==> src/rtl/ysyx_22040386_pkg.sv <==
// Shared definitions for the ysyx_22040386 core slice.
//   XLEN            : architectural register / bus width
//   RESET_PC        : first fetch address after reset
//   ARB_* constants : memory arbiter FSM state encodings (3-bit)
package ysyx_22040386_pkg;

    localparam int          XLEN     = 64;
    localparam logic [63:0] RESET_PC = 64'h0000_0000_8000_0000;

    localparam logic [2:0] ARB_IDLE     = 3'd0;
    localparam logic [2:0] ARB_IF_REQ   = 3'd1;
    localparam logic [2:0] ARB_IF_RESP  = 3'd2;
    localparam logic [2:0] ARB_MEM_REQ  = 3'd3;
    localparam logic [2:0] ARB_MEM_RESP = 3'd4;

endpackage

==> src/rtl/ysyx_22040386_mem_arbiter.sv <==
// Memory port arbiter between instruction fetch (IF) and load/store (MEM).
// One transaction outstanding at a time; MEM wins unless IF has been passed
// over STARVE_LIMIT times in a row. An IF flush drops the in-flight fetch
// response while still letting the bus transaction complete.
//
// state        | meaning
// -------------+-----------------------------------------------------------
// ARB_IDLE     | no transaction; arbitrate, pulse gnt, latch winner request
// ARB_IF_REQ   | fetch request presented on bus, waiting for i_BUS_ready
// ARB_IF_RESP  | fetch accepted, waiting for i_BUS_rvalid
// ARB_MEM_REQ  | load/store presented on bus, waiting for i_BUS_ready
// ARB_MEM_RESP | load/store accepted, waiting for i_BUS_rvalid
//
// Ports:
//   i_ARB_clk, i_ARB_rst          clock, async active-high reset
//   i_IF_*  / o_IF_*              fetch request, flush, grant, response
//   i_MEM_* / o_MEM_*             load/store request, grant, response
//   o_BUS_* / i_BUS_*             memory bus request and response
module ysyx_22040386_mem_arbiter
    import ysyx_22040386_pkg::*;
#(
    parameter int ADDR_W       = XLEN,
    parameter int DATA_W       = XLEN,
    parameter int STARVE_LIMIT = 4
) (
    input  logic                i_ARB_clk,
    input  logic                i_ARB_rst,
    input  logic                i_IF_req,
    input  logic [ADDR_W-1:0]   i_IF_addr,
    input  logic                i_IF_flush,
    output logic                o_IF_gnt,
    output logic                o_IF_rvalid,
    output logic [DATA_W-1:0]   o_IF_rdata,
    input  logic                i_MEM_req,
    input  logic                i_MEM_we,
    input  logic [ADDR_W-1:0]   i_MEM_addr,
    input  logic [DATA_W-1:0]   i_MEM_wdata,
    input  logic [DATA_W/8-1:0] i_MEM_wmask,
    output logic                o_MEM_gnt,
    output logic                o_MEM_rvalid,
    output logic [DATA_W-1:0]   o_MEM_rdata,
    output logic                o_BUS_valid,
    input  logic                i_BUS_ready,
    output logic [ADDR_W-1:0]   o_BUS_addr,
    output logic                o_BUS_we,
    output logic [DATA_W-1:0]   o_BUS_wdata,
    output logic [DATA_W/8-1:0] o_BUS_wmask,
    input  logic                i_BUS_rvalid,
    input  logic [DATA_W-1:0]   i_BUS_rdata
);

    localparam logic [3:0] STARVE_MAX = 4'(STARVE_LIMIT);

    logic [2:0]          state;
    logic [2:0]          state_nxt;
    logic                drop;
    logic [3:0]          starve_cnt;
    logic [ADDR_W-1:0]   addr_q;
    logic                we_q;
    logic [DATA_W-1:0]   wdata_q;
    logic [DATA_W/8-1:0] wmask_q;

    logic starve_hit;
    logic mem_win;
    logic if_win;

    assign starve_hit = (starve_cnt == STARVE_MAX) && i_IF_req;
    assign mem_win    = (state == ARB_IDLE) && i_MEM_req && !starve_hit;
    assign if_win     = (state == ARB_IDLE) && i_IF_req && !mem_win;

    // Grants are combinational; masking with reset keeps every output at 0
    // while reset is held even if a requester keeps its level high.
    assign o_MEM_gnt = mem_win && !i_ARB_rst;
    assign o_IF_gnt  = if_win && !i_ARB_rst;

    always_comb begin
        state_nxt = state;
        case (state)
            ARB_IDLE: begin
                if (mem_win)     state_nxt = ARB_MEM_REQ;
                else if (if_win) state_nxt = ARB_IF_REQ;
            end
            ARB_IF_REQ:   if (i_BUS_ready)  state_nxt = ARB_IF_RESP;
            ARB_IF_RESP:  if (i_BUS_rvalid) state_nxt = ARB_IDLE;
            ARB_MEM_REQ:  if (i_BUS_ready)  state_nxt = ARB_MEM_RESP;
            ARB_MEM_RESP: if (i_BUS_rvalid) state_nxt = ARB_IDLE;
            default:                        state_nxt = ARB_IDLE;
        endcase
    end

    always_ff @(posedge i_ARB_clk or posedge i_ARB_rst) begin
        if (i_ARB_rst) begin
            state      <= ARB_IDLE;
            drop       <= 1'b0;
            starve_cnt <= '0;
            addr_q     <= '0;
            we_q       <= 1'b0;
            wdata_q    <= '0;
            wmask_q    <= '0;
        end else begin
            state <= state_nxt;

            if (mem_win) begin
                addr_q  <= i_MEM_addr;
                we_q    <= i_MEM_we;
                wdata_q <= i_MEM_wdata;
                wmask_q <= i_MEM_wmask;
            end else if (if_win) begin
                addr_q  <= i_IF_addr;
                we_q    <= 1'b0;
                wdata_q <= '0;
                wmask_q <= '0;
            end

            if (if_win)
                starve_cnt <= '0;
            else if (mem_win && i_IF_req && starve_cnt != STARVE_MAX)
                starve_cnt <= starve_cnt + 4'd1;

            // Clearing on the way into IDLE has priority, so a flush that
            // coincides with the final response only suppresses that response.
            if (state_nxt == ARB_IDLE)
                drop <= 1'b0;
            else if (i_IF_flush && (state == ARB_IF_REQ || state == ARB_IF_RESP))
                drop <= 1'b1;
        end
    end

    assign o_BUS_valid = (state == ARB_IF_REQ) || (state == ARB_MEM_REQ);
    assign o_BUS_addr  = addr_q;
    assign o_BUS_we    = we_q;
    assign o_BUS_wdata = wdata_q;
    assign o_BUS_wmask = wmask_q;

    assign o_IF_rvalid  = (state == ARB_IF_RESP) && i_BUS_rvalid && !drop && !i_IF_flush;
    assign o_IF_rdata   = o_IF_rvalid ? i_BUS_rdata : '0;
    assign o_MEM_rvalid = (state == ARB_MEM_RESP) && i_BUS_rvalid;
    assign o_MEM_rdata  = (o_MEM_rvalid && !we_q) ? i_BUS_rdata : '0;

endmodule
==> config.mk <==
export PLATFORM = sky130hd
export DESIGN_NAME = ysyx_22040386_mem_arbiter
export DESIGN_NICKNAME = d
export VERILOG_FILES = /design/src/rtl/ysyx_22040386_pkg.sv /design/src/rtl/ysyx_22040386_mem_arbiter.sv
export SDC_FILE = /design/constraint.sdc
export NUM_CORES = 1
export LEC_CHECK = 0
export CORE_AREA = 2 2 209 211
export DETAILED_ROUTE_END_ITERATION = 10
export DIE_AREA = 0 0 211 213
export GPL_ROUTABILITY_DRIVEN = 0
export SLEW_MARGIN = 20
export SYNTH_ARGS = -nofsm -noshare
export SYNTH_HDL_FRONTEND = slang
export SYNTH_SLANG_ARGS = --single-unit
==> constraint.sdc <==
create_clock -name i_ARB_clk -period 6.1 [get_ports i_ARB_clk]
set_input_delay 1.525 -clock i_ARB_clk [delete_from_list [all_inputs] [get_ports i_ARB_clk]]
set_output_delay 1.525 -clock i_ARB_clk [all_outputs]
set_load 0.03 [all_outputs]
==> results <==
==> metrics by stage <==
stage	hold WS, ps	utilization
after CTS	498.6	0.3162
after floorplan	472.1	-
final	491.2	0.3162
after detailed placement	479.1	0.3018
after global routing	512.8	0.3162
after global placement	478.1	0.3018
==> placed cells by master, fill, tap and decap left out, drive strengths merged <==
master         instances
clkdlybuf4s50        540
dfrtp                145
nand2                133
and2                 130
a22o                  73
a22oi                 64
clkbuf                19
inv                   13
buf                    9
o21ai                  7
nand3                  4
a21oi                  3
nor2                   2
xor2                   2
nor3b                  2
and3                   2
clkinvlp               2
ha                     2
bufinv                 2
nor2b                  2
nor4b                  1
nand4b                 1
or4b                   1
and2b                  1
mux2i                  1
nor4                   1
nand2b                 1
nand3b                 1
xnor2                  1
o32a                   1
nand4                  1
clkinv                 1
==> routing by layer <==
| metal | routed length (um) | global-route usage |
|---|---|---|
| met5 | 0 | 0 |
| met4 | 406 | 0.03813 |
| met3 | 1963 | 0.03603 |
| met2 | 13840 | 0.1909 |
| met1 | 13060 | 0.1644 |
==> flip-flops by register name (all words and copies together) (netlist names) <==
signal	flops
drop	1
o_BUS_addr	64
o_BUS_wdata	64
o_BUS_we	1
o_BUS_wmask	8
starve_cnt	4
state	3
==> final cells by class <==
cell class / instances / share of cell area
inverters: 5 / 0.001668
clock inverters: 13 / 0.01186
flip-flops and latches: 145 / 0.2688
clock buffers: 19 / 0.03355
multi-input cells: 437 / 0.2253
well taps: 546 / 0.05061
repair buffers: 549 / 0.4082
==> critical path, delay by kind of cell <==
kind	cells	cell delay, ps
buffers and inverters	3	1470
AND/OR/NAND/NOR	3	710
==> power groups by stage <==
| stage | Clock [mW] | Combinational (mW) | Sequential, mW |
|---|---|---|---|
| 2_1_floorplan | 0 | 1.30 | 2.60 |
| 3_3_place_gp | 0 | 3.56 | 1.76 |
| 5_1_grt | 1.19 | 3.74 | 1.81 |
| 6_report | 1.10 | 3.54 | 1.76 |
| 3_5_place_dp | 0 | 3.58 | 1.76 |
| 4_1_cts | 1.16 | 3.59 | 1.76 |
==> worst paths after layout <==
path	cells past startpoint	slack [ps]	endpoint
worst max-delay path	6	830	o_MEM_rdata[5]
worst min-delay path	2	490	o_BUS_addr[9]
worst max register to register	5	3660	o_BUS_addr[58]
worst min register to register	2	490	o_BUS_addr[9]
max in group asynchronous	4	3220	o_BUS_wdata[2]
min in group asynchronous	3	1670	o_BUS_wdata[56]
==> cell families (layout without fill, tap and decap cells) <==
kind of cell,count (synthesis),after routing,share of synthesized area
compound gates,148,148,0.2132
xor+xnor,3,3,0.003735
buf+inv,59,586,0.05459
mux,1,1,0.001423
simple gates,283,283,0.2079
flops,145,145,0.5156
fa+ha+maj,2,2,0.003556
==> flow_summary.json <==
{
  "seq_power_share": 0.275,
  "finClkSkew_ps": 17.21,
  "cts_tree": "built",
  "critical_path_at_ps": 3750,
  "place.detailed.hpwl_um": 21860,
  "switching_power_mw": 2.801,
  "sequential_cell_area_mm2": 0.003628,
  "cts_max_path_buffers": 2,
  "grt_pass1_wl_um": 41750,
  "maximum_fanout_along_the_worst_path": 56,
  "final_critical_path_setup_slack_ps": 827.4,
  "synth_area_leader_cell": "dfrtp_1",
  "crit_path_end_kind": "output pin",
  "cts_repair_resize_count": 0,
  "cellLeakagePower_nw": 5.549,
  "synthTopCellsByArea": "dfrtp_1 (52%), and2_1 (12%), a22oi_2 (11%), a22o_1 (9.1%), nand2_1 (7.1%)",
  "worstReg2RegStart": "state[2]",
  "final_nets": 1429,
  "synth_commonest_cells": "dfrtp_1 (145), nand2_1 (133), and2_1 (130), a22o_1 (73), a22oi_2 (64)",
  "worstHoldStart": "o_BUS_addr[9]",
  "synth_top_area_share": 0.5156,
  "numCtsBuffers": 17,
  "path_cells": "clkdlybuf4s50_1 > and3_1 > nor2b_2 > buf_12 > and2_1 > clkdlybuf4s50_1",
  "cp.required_ps": 4580,
  "stdcell_area_mm2": 0.01350,
  "ys_seq_elements": 145,
  "yosysWarnings": 0,
  "synthFlopType": "dfrtp_1",
  "multiInputGateArea_mm2": 0.003042,
  "drtAntennaViolNets": 0,
  "grt_start_max_net_pins": 139,
  "grt.overflow.total": 0,
  "routed-via-count": 6785,
  "finalCritPeriodShare": 0.8644,
  "initialDrtViolationCount": 371,
  "post_synth.cell_area_avg_um2": 10.98,
  "post_synth_num_cell_types": 31,
  "internal_portion_of_total_power_mw": 3.602,
  "avgViaCountPerCell": 3.959,
  "diodes": 0,
  "cp_slowest_stage_delay_ps": 680,
  "area_delta_synth_final_pct": 91.84,
  "postPlaceCellArea_mm2": 0.01289,
  "syn_inst": 641,
  "switching_share": 0.4375,
  "setup_viol": 0,
  "tritoncts_num_sinks": 145,
  "floorplan.die_area_mm2": 0.04494,
  "antenna_violations_before_repair": 2,
  "cts.root.buffer_cell": "clkbuf_16",
  "place_ws_ps": 787.7,
  "timing.critical_path.mode_cell": "clkdlybuf4s50_1",
  "power.ir.vdd_worst_v": 0.0002609,
  "critical_path.startpoint_type": "input pin",
  "synth.most_common_cell": "dfrtp_1",
  "grt_util_all_layers": 0.1230,
  "hold_viol": 0,
  "core_area_mm2": 0.04270,
  "synth_enable_flop_cells": 0,
  "rsz0062_at_grt": "no",
  "status": "completed",
  "route.final.wire_length_um": 29280,
  "buffer_ports.inserted": 541,
  "worst_skew_pair.late_latency_ps": 440,
  "synth-seq-area-share": 0.5156,
  "critical_path.startpoint": "i_BUS_rvalid",
  "maximum_operating_frequency_ghz": 0.1897,
  "final_layout_size_suffix_gt1_frac": 0.09589,
  "syn-cell-area_mm2": 0.007037,
  "count_of_hold_buffers_inserted_by_post_cts_repair": 0,
  "io_pins": 542,
  "slew_headroom": 0.2489,
  "async_flop_share": 1.000,
  "postCtsSetupRepairBufs": 0,
  "share_comb_of_total_power": 0.553,
  "cts_htree_levels": 4,
  "timing.final.max_slew_violations": 0,
  "dpl.cell_count": 1682,
  "num_rows": 76,
  "holdCritPathClass": "flop to flop",
  "die_width_um": 211,
  "route.detailed.wl_per_inst_um": 17.08,
  "path_class": "input pin to output pin",
  "critPathSlowestCell": "clkdlybuf4s50_1",
  "postSynthNetCount": 915,
  "die_h_um": 213,
  "total_power_mw": 6.403,
  "drc_errors": 0,
  "powerDensity_mw_per_mm2": 474.3,
  "clock_power_share": 0.172,
  "initial_standard_cell_utilization_of_the_core": 0.1648,
  "worst-slew-pin-transition_ps": 1127,
  "cts.clk_slew.worst_paths_ps": 60,
  "fillers": 4410,
  "grt_pass1_vias": 6775,
  "max_cap_violations": 0,
  "final_cells": 1714,
  "totalNegativeSetupSlack_ps": 0,
  "min_clock_period_post_route_ps": 5273,
  "firstDrtPassIters": 4
}
No activity file was read; power rests on OpenSTA's default activity.
